==> src/rtl/com_responder.sv <==
// Target-side command responder: fetches ROM words, shifts them MSB-first over sclk/sdo/cs_n,
// then answers with NewCom or ComEnd. Define COM_RESPONDER_OVR_EN to add the sticky ovr flag.
module com_responder #(
    parameter int CMD_W   = 16,
    parameter int NUM_CMD = 8,
    parameter int ADDR_W  = 3,
    parameter int CLK_DIV = 4
) (
    input  logic              clk,
    input  logic              reset,
    input  logic              Write,
    input  logic [CMD_W-1:0]  cmd_data,
    output logic [ADDR_W-1:0] cmd_addr,
    output logic              NewCom,
    output logic              ComEnd,
    output logic              busy,
    output logic              sclk,
    output logic              sdo,
    output logic              cs_n
`ifdef COM_RESPONDER_OVR_EN
    ,
    output logic              ovr
`endif
);

    // state   | meaning
    // S_IDLE  | waiting for Write, link idle
    // S_SHIFT | frame on the wire, cs_n low
    // S_DONE  | one-cycle handshake (NewCom/ComEnd high)
    // S_END   | table exhausted, held until reset

    localparam int DIV_W = (CLK_DIV > 1) ? $clog2(CLK_DIV) : 1;
    localparam int CNT_W = (CMD_W > 1) ? $clog2(CMD_W) : 1;
    localparam logic [DIV_W-1:0]  DIV_LAST  = DIV_W'(CLK_DIV - 1);
    localparam logic [CNT_W-1:0]  CNT_LAST  = CNT_W'(CMD_W - 1);
    localparam logic [ADDR_W-1:0] ADDR_LAST = ADDR_W'(NUM_CMD - 1);

    typedef enum logic [1:0] {S_IDLE, S_SHIFT, S_DONE, S_END} state_t;

    state_t            state, state_n;
    logic [CMD_W-1:0]  shreg, shreg_n;
    logic [DIV_W-1:0]  div, div_n;
    logic [CNT_W-1:0]  bitcnt, bitcnt_n;
    logic [ADDR_W-1:0] addr_n;
    logic              sclk_n, sdo_n, cs_n_n, busy_n, new_com_n, com_end_n;

    always_ff @(posedge clk) begin
        if (reset) begin
            state    <= S_IDLE;
            shreg    <= '0;
            div      <= '0;
            bitcnt   <= '0;
            cmd_addr <= '0;
            sclk     <= 1'b0;
            sdo      <= 1'b0;
            cs_n     <= 1'b1;
            busy     <= 1'b0;
            NewCom   <= 1'b0;
            ComEnd   <= 1'b0;
        end else begin
            state    <= state_n;
            shreg    <= shreg_n;
            div      <= div_n;
            bitcnt   <= bitcnt_n;
            cmd_addr <= addr_n;
            sclk     <= sclk_n;
            sdo      <= sdo_n;
            cs_n     <= cs_n_n;
            busy     <= busy_n;
            NewCom   <= new_com_n;
            ComEnd   <= com_end_n;
        end
    end

    always_comb begin
        state_n   = state;
        shreg_n   = shreg;
        div_n     = div;
        bitcnt_n  = bitcnt;
        addr_n    = cmd_addr;
        sclk_n    = sclk;
        new_com_n = 1'b0;
        com_end_n = 1'b0;

        case (state)
            S_IDLE: begin
                sclk_n = 1'b0;
                if (Write) begin
                    shreg_n  = cmd_data;
                    div_n    = '0;
                    bitcnt_n = '0;
                    state_n  = S_SHIFT;
                end
            end
            S_SHIFT: begin
                if (div == DIV_LAST) begin
                    div_n  = '0;
                    sclk_n = ~sclk;
                    // data advances only on the falling toggle so the DSP sees it stable on rising
                    if (sclk) begin
                        shreg_n  = {shreg[CMD_W-2:0], 1'b0};
                        bitcnt_n = bitcnt + 1'b1;
                        if (bitcnt == CNT_LAST) begin
                            state_n = S_DONE;
                            if (cmd_addr == ADDR_LAST) com_end_n = 1'b1;
                            else                        new_com_n = 1'b1;
                        end
                    end
                end else begin
                    div_n = div + 1'b1;
                end
            end
            S_DONE: begin
                sclk_n = 1'b0;
                if (cmd_addr == ADDR_LAST) begin
                    state_n = S_END;
                end else begin
                    addr_n  = cmd_addr + 1'b1;
                    state_n = S_IDLE;
                end
            end
            S_END: begin
                sclk_n = 1'b0;
            end
            default: begin
                sclk_n  = 1'b0;
                state_n = S_IDLE;
            end
        endcase

        // link outputs are registered from the next state to keep cs_n/sdo glitch-free
        cs_n_n = (state_n != S_SHIFT);
        busy_n = (state_n != S_IDLE);
        sdo_n  = (state_n == S_SHIFT) && shreg_n[CMD_W-1];
    end

`ifdef COM_RESPONDER_OVR_EN
    always_ff @(posedge clk) begin
        if (reset)                          ovr <= 1'b0;
        else if (Write && state != S_IDLE)  ovr <= 1'b1;
    end
`endif

endmodule

==> config.mk <==
export PLATFORM = sky130hd
export DESIGN_NAME = com_responder
export DESIGN_NICKNAME = d
export VERILOG_FILES = /design/src/rtl/com_responder.sv
export SDC_FILE = /design/constraint.sdc
export NUM_CORES = 1
export LEC_CHECK = 0
export BUFFER_PORTS_ARGS = -buffer_cell sky130_fd_sc_hd__buf_2
export CORE_AREA = 2 2 57 64
export DETAILED_ROUTE_END_ITERATION = 8
export DIE_AREA = 0 0 59 66
export PLACE_DENSITY = 0.65
export RECOVER_POWER = 50
export SYNTH_ARGS = -nofsm -noshare
export SYNTH_HDL_FRONTEND = slang
export SYNTH_SLANG_ARGS = --single-unit
==> constraint.sdc <==
create_clock -name clk -period 2.4 [get_ports clk]
set_input_delay 0.24 -clock clk [delete_from_list [all_inputs] [get_ports clk]]
set_output_delay 0.24 -clock clk [all_outputs]
set_load 0.05 [all_outputs]
Word-level counts from Yosys, hierarchy flattened
Cells that the tools add are included.
Widths: inputs -> output; s select.
{ "classes": {"multipliers": 0, "shift": 0, "n_reduce_logical": 9, "addsub": 3, "muxes": 21, "div": 0, "order_cmp": 0, "bitwise": 5, "eq_ne": 11} }
{ "ops": {"columns": ["op", "count"], "rows": [
  ["$mux 16", 3],
  ["$pmux 16 s2", 1],
  ["$mux 2", 7],
  ["$mux 4", 3],
  ["$pmux 4 s2", 1],
  ["$eq 2x2->1 const B", 3],
  ["$ne 2x2->1 const B", 3],
  ["$pmux 2 s3", 1],
  ["$not 1->1", 5],
  ["$reduce_or 5->1", 1],
  ["$add 4x1->4 const B", 1],
  ["$eq 2x1->1 const B", 2],
  ["$eq 4x4->1 const B", 1],
  ["$pmux 2 s2", 1],
  ["$reduce_and 2->1", 2],
  ["$reduce_and 4->1", 1],
  ["$reduce_bool 2->1", 2],
  ["$add 3x1->3 const B", 1],
  ["$eq 3x3->1 const B", 1],
  ["$mux 1", 3],
  ["$reduce_or 3->1", 1],
  ["$add 2x1->2 const B", 1],
  ["$logic_not 2->1", 1],
  ["$ne 2x1->1 const B", 1],
  ["other kinds (2)", 2]
]} }
{ "word_totals": {"wordCells": 61, "register_bits": 33, "latch_bits": 0, "inputBits": 19, "mem_bits_ro": 0, "ramBits": 0, "n_memories": 0} }

Depth between registers and ports, before layout
Gate-level depths: netlist (run 1).
{ "logic_depth": {"ltp_word": 7, "ltp_mapped": 6} }

Worst setup path before layout (run 1)
No wires, ideal clock.
{ "synth_path": {"path_type": "flip-flop to flip-flop", "startpoint": "register cmd_addr[0]", "endpoint": "register cmd_addr[2]", "arrival_ns": 1.506, "setup_time_ns": 0.128, "stages_incl_launch_ff": 6, "setup_slack_ns": 0.767, "t_required_ns": 2.272, "period_less_slack_ns": 1.633, "path_cell_list": "dfxtp_1 ha_1 ha_1 nor3b_2 mux2i_1 nor2_1"} }
{ "synth_between": {"elab_chain_len": 3} }
{ "synth_lines": {"columns": ["item", "line", "rtl"], "rows": [
  ["from (decl)", "13", "output logic [ADDR_W-1:0] cmd_addr,"],
  ["from (signal assigned)", "65", "cmd_addr <= addr_n;"],
  ["parallel branches: the longest is 3 deep, another holds $add 3x1->3", null, null]
]} }
Parallel ways; which one is timed is not known.
A chain may end at the register's enable or synchronous reset.

Worst setup path in the final report (run 1)
{ "layout_path": {"startpoint": "register div[0]", "endpoint": "register bitcnt[3]"} }
{ "layout_between": {"elab_chain_len": 3} }
{ "layout_lines": {"columns": ["item", "line", "rtl"], "rows": [
  ["from (decl)", "42", "logic [DIV_W-1:0] div, div_n;"],
  ["from (signal assigned)", "63", "div <= div_n;"],
  ["$eq 2x2->1", "96", "if (div == DIV_LAST) begin"],
  ["$ne 2x2->1 (no line)", null, null],
  ["$reduce_and 4->1 (no line)", null, null],
  ["to (signal assigned)", "64", "bitcnt <= bitcnt_n;"],
  ["to (decl)", "43", "logic [CNT_W-1:0] bitcnt, bitcnt_n;"]
]} }
Every way passes these cells.

==> results.sh, run 1 <==
export IMPL_hold_viol=0
export IMPL_worstSetupStartpoint="div[0]"
export IMPL_whs_ps=136
export IMPL_placementRows=22
export IMPL_num_vias=1166
export IMPL_min_path_type="input pin to register"
export IMPL_drive_above_1_share=0.186
export IMPL_fin_skew_ps=9.94
export IMPL_start_util=0.433
export IMPL_post_drt_wl_per_cell_um=14.4
export IMPL_die_area_um2=3890
export IMPL_ant_nets=0
export IMPL_regToRegEndpoint="bitcnt[3]"
export IMPL_cellPowerDensity_nw_per_um2=637
export IMPL_die_height_um=66
export IMPL_cp_required_ps=2640
export IMPL_crit_buf_inv=1
export IMPL_path_delay_family="simple AND/OR/NAND/NOR gates"
export IMPL_worstPathCellList="ha_1, and4b_1, buf_4, a41oi_2, a311oi_2"
export IMPL_cts_made_buffers=5
export IMPL_tns_ps=0
export IMPL_yosysWarnings=0
export IMPL_end_kind="register"
export IMPL_avgViaCountPerCell=5.74
export IMPL_report_final_slew_viol_count=0
export IMPL_clock_fmax_mhz=552
export IMPL_synth_edf_count=0
export IMPL_grt_ovfl_total=0
export IMPL_yosys_cell_count_top_type="dfxtp_1"
export IMPL_cp_depth=5
export IMPL_layout_min_cycle_time_ps=1810
export IMPL_diodes=0
export IMPL_async_flop_share=0
export IMPL_routabilityCongestion=0.713
export IMPL_crit_fanout=10
export IMPL_power_frac_seq=0.588
export IMPL_io_buffers=27
export IMPL_grt_usage=0.168
export IMPL_cts_resized=0
export IMPL_synth_top_cells_by_count="dfxtp_1, a21oi_1, nand3_1"
export IMPL_maxSlewHeadroom=0.569
export IMPL_reg2regPathDepth=5
export IMPL_synth_avg_cell_area_um2=9.91
export IMPL_outcome="finished clean"
export IMPL_postCtsHoldBufs=0
export IMPL_die_w_um=59
export IMPL_critPathSlowestCell="and4b_1"
export IMPL_swShare=0.250
export IMPL_switchingPower_uw=248
export IMPL_io_pins=28
export IMPL_grt_max_degree=32
export IMPL_intPower_uw=741
export IMPL_insertion_delay_ps=340
export IMPL_ys_flop_type="dfxtp_1"
export IMPL_antenna_found_initial=0
export IMPL_startpoint_type="register"
export IMPL_syn_area_um2=1410
export IMPL_cts_tree="yes"
export IMPL_remaining_drc_errors=0
export IMPL_final_nets=190
export IMPL_pre_cts_slack_ps=639
export IMPL_criticalPathCategory="register to register"
export IMPL_drt_iter0_markers=47
export IMPL_drt_total_wl_um=2930
export IMPL_setup_viol=0
export IMPL_finalCritPeriodShare=0.754
export IMPL_pwr_share_clk=0.320
export IMPL_core_region_area_um2=3250
export IMPL_grt_pass1_wl_um=4910
export IMPL_rsz0062_at_grt="false"
export IMPL_yosys_register_bits=33
export IMPL_r2r_slack_ps=590
export IMPL_postCtsSetupBuffers=0
export IMPL_cts_buffer_depth=2
export IMPL_clkTransAtPathRegs_ps=100
export IMPL_dr_pass1_iters=4
export IMPL_synth_top_area_share=0.469
export IMPL_p_leak_nw=0.592
export IMPL_grt_pass1_vias=1126
export IMPL_synth_cell_types=33
export IMPL_synth_net_count=165
export IMPL_timing_rr_start="div[0]"
export IMPL_power_total_uw=989
export IMPL_yosysTopAreaCell="dfxtp_1"
export IMPL_synth_seq_area_share=0.469
export IMPL_area_growth_pct=10.3
export IMPL_yosys_top_cells_area="dfxtp_1, a21oi_1, a22oi_1"
export IMPL_cts_root_buffer="clkbuf_4"
export IMPL_arrival_ps=2050
export IMPL_drv_cap=0
export IMPL_setup_slack_ps=590
export IMPL_combPwrFrac=0.092
export IMPL_endpoint="bitcnt[3]"
export IMPL_numClockSinks=33
export IMPL_dp_hpwl_um=1930
export IMPL_min_from="cmd_data[0]"
export IMPL_post_route_util=0.478
export IMPL_synthCells=142
export IMPL_vdd_ir_drop_max_v=0.000325
export IMPL_max_stage_delay_ps=460
export IMPL_h_tree_depth=2
export IMPL_worst_slew_pin_slew_ps=646
power by group through the flow:
| stage | clock, mW | combinational [mW] | sequential, mW |
|---|---|---|---|
| finish | 0.316 | 0.0912 | 0.582 |
| detailed placement | 0 | 0.0918 | 0.594 |
| global route | 0.352 | 0.101 | 0.585 |
| global placement | 0 | 0.0891 | 0.593 |
| floorplan | 0 | 0.0599 | 0.600 |
| CTS | 0.324 | 0.0927 | 0.582 |
flip-flops by register name, indices dropped and copies added (netlist names):
| register | cells |
|---|---|
| cmd_addr | 3 |
| shreg | 16 |
| sclk | 1 |
| busy | 1 |
| div | 2 |
| ComEnd | 1 |
| sdo | 1 |
| cs_n | 1 |
| NewCom | 1 |
| bitcnt | 4 |
| state | 2 |
worst min-delay path by stage:
stage	to	slack, ps	cells after the start
floorplan	shreg[0]	380	2
global placement	div[0]	450	2
detailed placement	shreg[5]	460	2
CTS	shreg[0]	120	3
global route	shreg[0]	150	3
finish	shreg[0]	140	3
kinds of logic (layout without fill, tap and decap cells):
family / Yosys count / in the layout / share of synthesized area
adders and majority gates: 4 / 4 / 0.0356
AOI/OAI and AO/OA: 48 / 48 / 0.230
muxes: 2 / 2 / 0.0142
buffers and inverters: 12 / 37 / 0.0658
DFF: 33 / 33 / 0.469
and+or+nand+nor: 41 / 41 / 0.172
xor gates and xnor gates: 2 / 2 / 0.0124
worst min-delay path: stages:
cell	delay, ps
buf_2	90
nand2_1	40
a21oi_1	50
routing by layer:
metal,vias to the layer above,GRT usage,part of all wire
li1,580,-,-
met1,550,0.199,0.46
met2,30,0.265,0.47
met3,6,0.0607,0.056
met4,0,0.0795,0.017
met5,-,0,0
through the flow:
| stage | area [µm²] | std cells |
|---|---|---|
| finish | 1550 | 203 |
| global route | 1550 | 203 |
| global placement | 1510 | 196 |
| detailed placement | 1510 | 196 |
| floorplan | 1410 | 142 |
| CTS | 1570 | 203 |
final cells by class:
class                      count  area, µm²
clock buffer                   7       55.1
fill                         338       1700
inverter                       1       3.75
multi-input combinational     97        649
sequential                    33        661
tap                           36       45.0
timing repair buffer          29        139
cells in the final DEF, fill, tap and decap left out, drive strengths merged:
cell type	synthesis	layout
nor4	1	1
nand3	18	18
a41oi	1	1
nor2	4	4
and4b	1	1
a32oi	1	1
nand2	4	4
nand4b	1	1
and3	1	1
nor4b	1	1
o21bai	1	1
or3b	1	1
a21oi	23	23
and2	1	1
inv	1	1
nand4	1	1
or3	1	1
dfxtp	33	33
xnor2	2	2
nor3	1	1
nand2b	3	3
nor3b	2	2
mux2i	2	2
a311o	1	1
a31o	1	1
clkbuf	3	16
buf	8	20
ha	4	4
o21a	2	2
a211oi	2	2
a311oi	1	1
a22oi	15	15
Power figures use the tool's default switching activity.
==> run 2: changes to the inputs <==
clock period = 1.7 ns   (was 2.4 ns; I/O delays follow)
==> results.sh, run 2 (synthesis gave the netlist of run 1 again) <==
export IMPL_startpoint_type="register"
export IMPL_cp_required_ps=1950
export IMPL_switchingPower_uw=358
export IMPL_final_nets=195
export IMPL_antenna_found_initial=0
export IMPL_maxSlewHeadroom=0.605
export IMPL_pwr_share_clk=0.305
export IMPL_insertion_delay_ps=330
export IMPL_layout_commonest_cell="dfxtp_1"
export IMPL_grt_max_degree=32
export IMPL_cts_made_buffers=5
export IMPL_reg2regPathDepth=5
export IMPL_cellPowerDensity_nw_per_um2=870
export IMPL_outcome="finished clean"
export IMPL_min_path_type="input pin to register"
export IMPL_ant_nets=0
export IMPL_combPwrFrac=0.102
export IMPL_clock_fmax_mhz=654
export IMPL_report_final_slew_viol_count=0
export IMPL_setup_viol=0
export IMPL_clkTransAtPathRegs_ps=100
export IMPL_start_util=0.433
export IMPL_numClockSinks=33
export IMPL_cts_resized=0
export IMPL_worst_slew_pin_slew_ps=595
export IMPL_io_buffers=27
export IMPL_grt_pass1_wl_um=5120
export IMPL_grt_pass1_vias=1121
export IMPL_io_pins=28
export IMPL_p_leak_nw=0.614
export IMPL_dr_pass1_iters=5
export IMPL_cts_tree="yes"
export IMPL_dp_hpwl_um=2120
export IMPL_h_tree_depth=2
export IMPL_tns_ps=0
export IMPL_min_from="cmd_data[0]"
export IMPL_largest_registers="shreg x16, bitcnt x4, cmd_addr x3"
export IMPL_intPower_mw=1.02
export IMPL_regMostFlops="shreg"
export IMPL_diodes=0
export IMPL_postCtsSetupBuffers=0
export IMPL_grt_usage=0.178
export IMPL_timing_rr_start="div[0]"
export IMPL_die_area_um2=3890
export IMPL_largest_reg_flops=16
export IMPL_power_total_mw=1.38
export IMPL_die_height_um=66
export IMPL_worstPathCellList="ha_1, and4b_1, buf_4, a41oi_2, a311oi_2"
export IMPL_num_vias=1220
export IMPL_layout_min_cycle_time_ps=1530
export IMPL_die_w_um=59
export IMPL_rsz0062_at_grt="false"
export IMPL_placementRows=22
export IMPL_max_stage_delay_ps=360
export IMPL_fin_skew_ps=6.07
export IMPL_cts_buffer_depth=2
export IMPL_drive_above_1_share=0.208
export IMPL_criticalPathCategory="register to register"
export IMPL_regToRegEndpoint="bitcnt[3]"
export IMPL_hold_viol=0
export IMPL_arrival_ps=1780
export IMPL_area_growth_pct=12.7
export IMPL_avgViaCountPerCell=5.84
export IMPL_final_cell_mix="dfxtp_1, a21oi_1, nand3_1, buf_2, a22oi_1"
export IMPL_hold_path_end="shreg[0]"
export IMPL_swShare=0.259
export IMPL_postCtsHoldBufs=0
export IMPL_power_frac_seq=0.593
export IMPL_min_path_cells=3
export IMPL_drv_cap=0
export IMPL_remaining_drc_errors=0
export IMPL_r2r_slack_ps=170
export IMPL_core_region_area_um2=3250
export IMPL_critPathSlowestCell="dfxtp_1"
export IMPL_end_kind="register"
export IMPL_drt_iter0_markers=41
export IMPL_grt_ovfl_total=0
export IMPL_finalCritPeriodShare=0.899
export IMPL_cts_root_buffer="clkbuf_4"
export IMPL_vdd_ir_drop_max_v=0.000403
export IMPL_drt_total_wl_um=3090
export IMPL_post_drt_wl_per_cell_um=14.8
export IMPL_crit_fanout=10
export IMPL_routabilityCongestion=0.744
[run 2: power groups by stage]
stage               clock [mW]  sequential (mW)  combinational [mW]
CTS                      0.439            0.819               0.142
floorplan                    0            0.847              0.0845
global route             0.467            0.823               0.156
detailed placement           0            0.836               0.141
finish                   0.421            0.819               0.141
global placement             0            0.835               0.136
[run 2: stage by stage]
stage / utilization / setup slack (ps) / hold WS, ps / std cells / area [µm²]
3_3_place_gp: 0.478 / 263 / 419 / 201 / 1550
3_5_place_dp: 0.478 / 186 / 431 / 201 / 1550
2_1_floorplan: - / 66.6 / 306 / 142 / 1410
6_report: 0.488 / 171 / 82.8 / 209 / 1590
5_1_grt: 0.488 / 76.3 / 94.3 / 209 / 1590
4_1_cts: 0.493 / 160 / 58.2 / 209 / 1600
[run 2: final cells by class]
type,count,area (µm²)
Timing Repair Buffer,34,174
Tap cell,36,45.0
Fill cell,330,1660
Multi-Input combinational cell,97,654
Clock buffer,8,48.8
Sequential cell,33,661
Inverter,1,3.75
[run 2: per-layer routing]
metal  up-vias  GRT usage  wire length (µm)  share of wire
li1        593          -                 -              -
met1       587      0.218              1350           0.44
met2        34      0.279              1520           0.49
met3         6     0.0607               158          0.051
met4         0     0.0767                56          0.018
met5         -          0                 0              0
[run 2: worst max path at each step]
| stage | start | end | slack [ps] | cells past startpoint |
|---|---|---|---|---|
| 6_report | div[0] | bitcnt[3] | 170 | 5 |
| 5_1_grt | div[0] | shreg[15] | 80 | 5 |
| 4_1_cts | div[0] | bitcnt[3] | 160 | 5 |
| 3_5_place_dp | cmd_addr[0] | cmd_addr[2] | 190 | 5 |
| 3_3_place_gp | cmd_addr[0] | cmd_addr[1] | 260 | 5 |
| 2_1_floorplan | cmd_addr[0] | cmd_addr[2] | 70 | 5 |
[run 2: critical path: cells and delay by family, from the launching register on]
family	cells	cell delay, ps
compound gates	2	390
fa+ha+maj	1	270
flops	1	360
buf+inv	1	180
simple gates	1	250
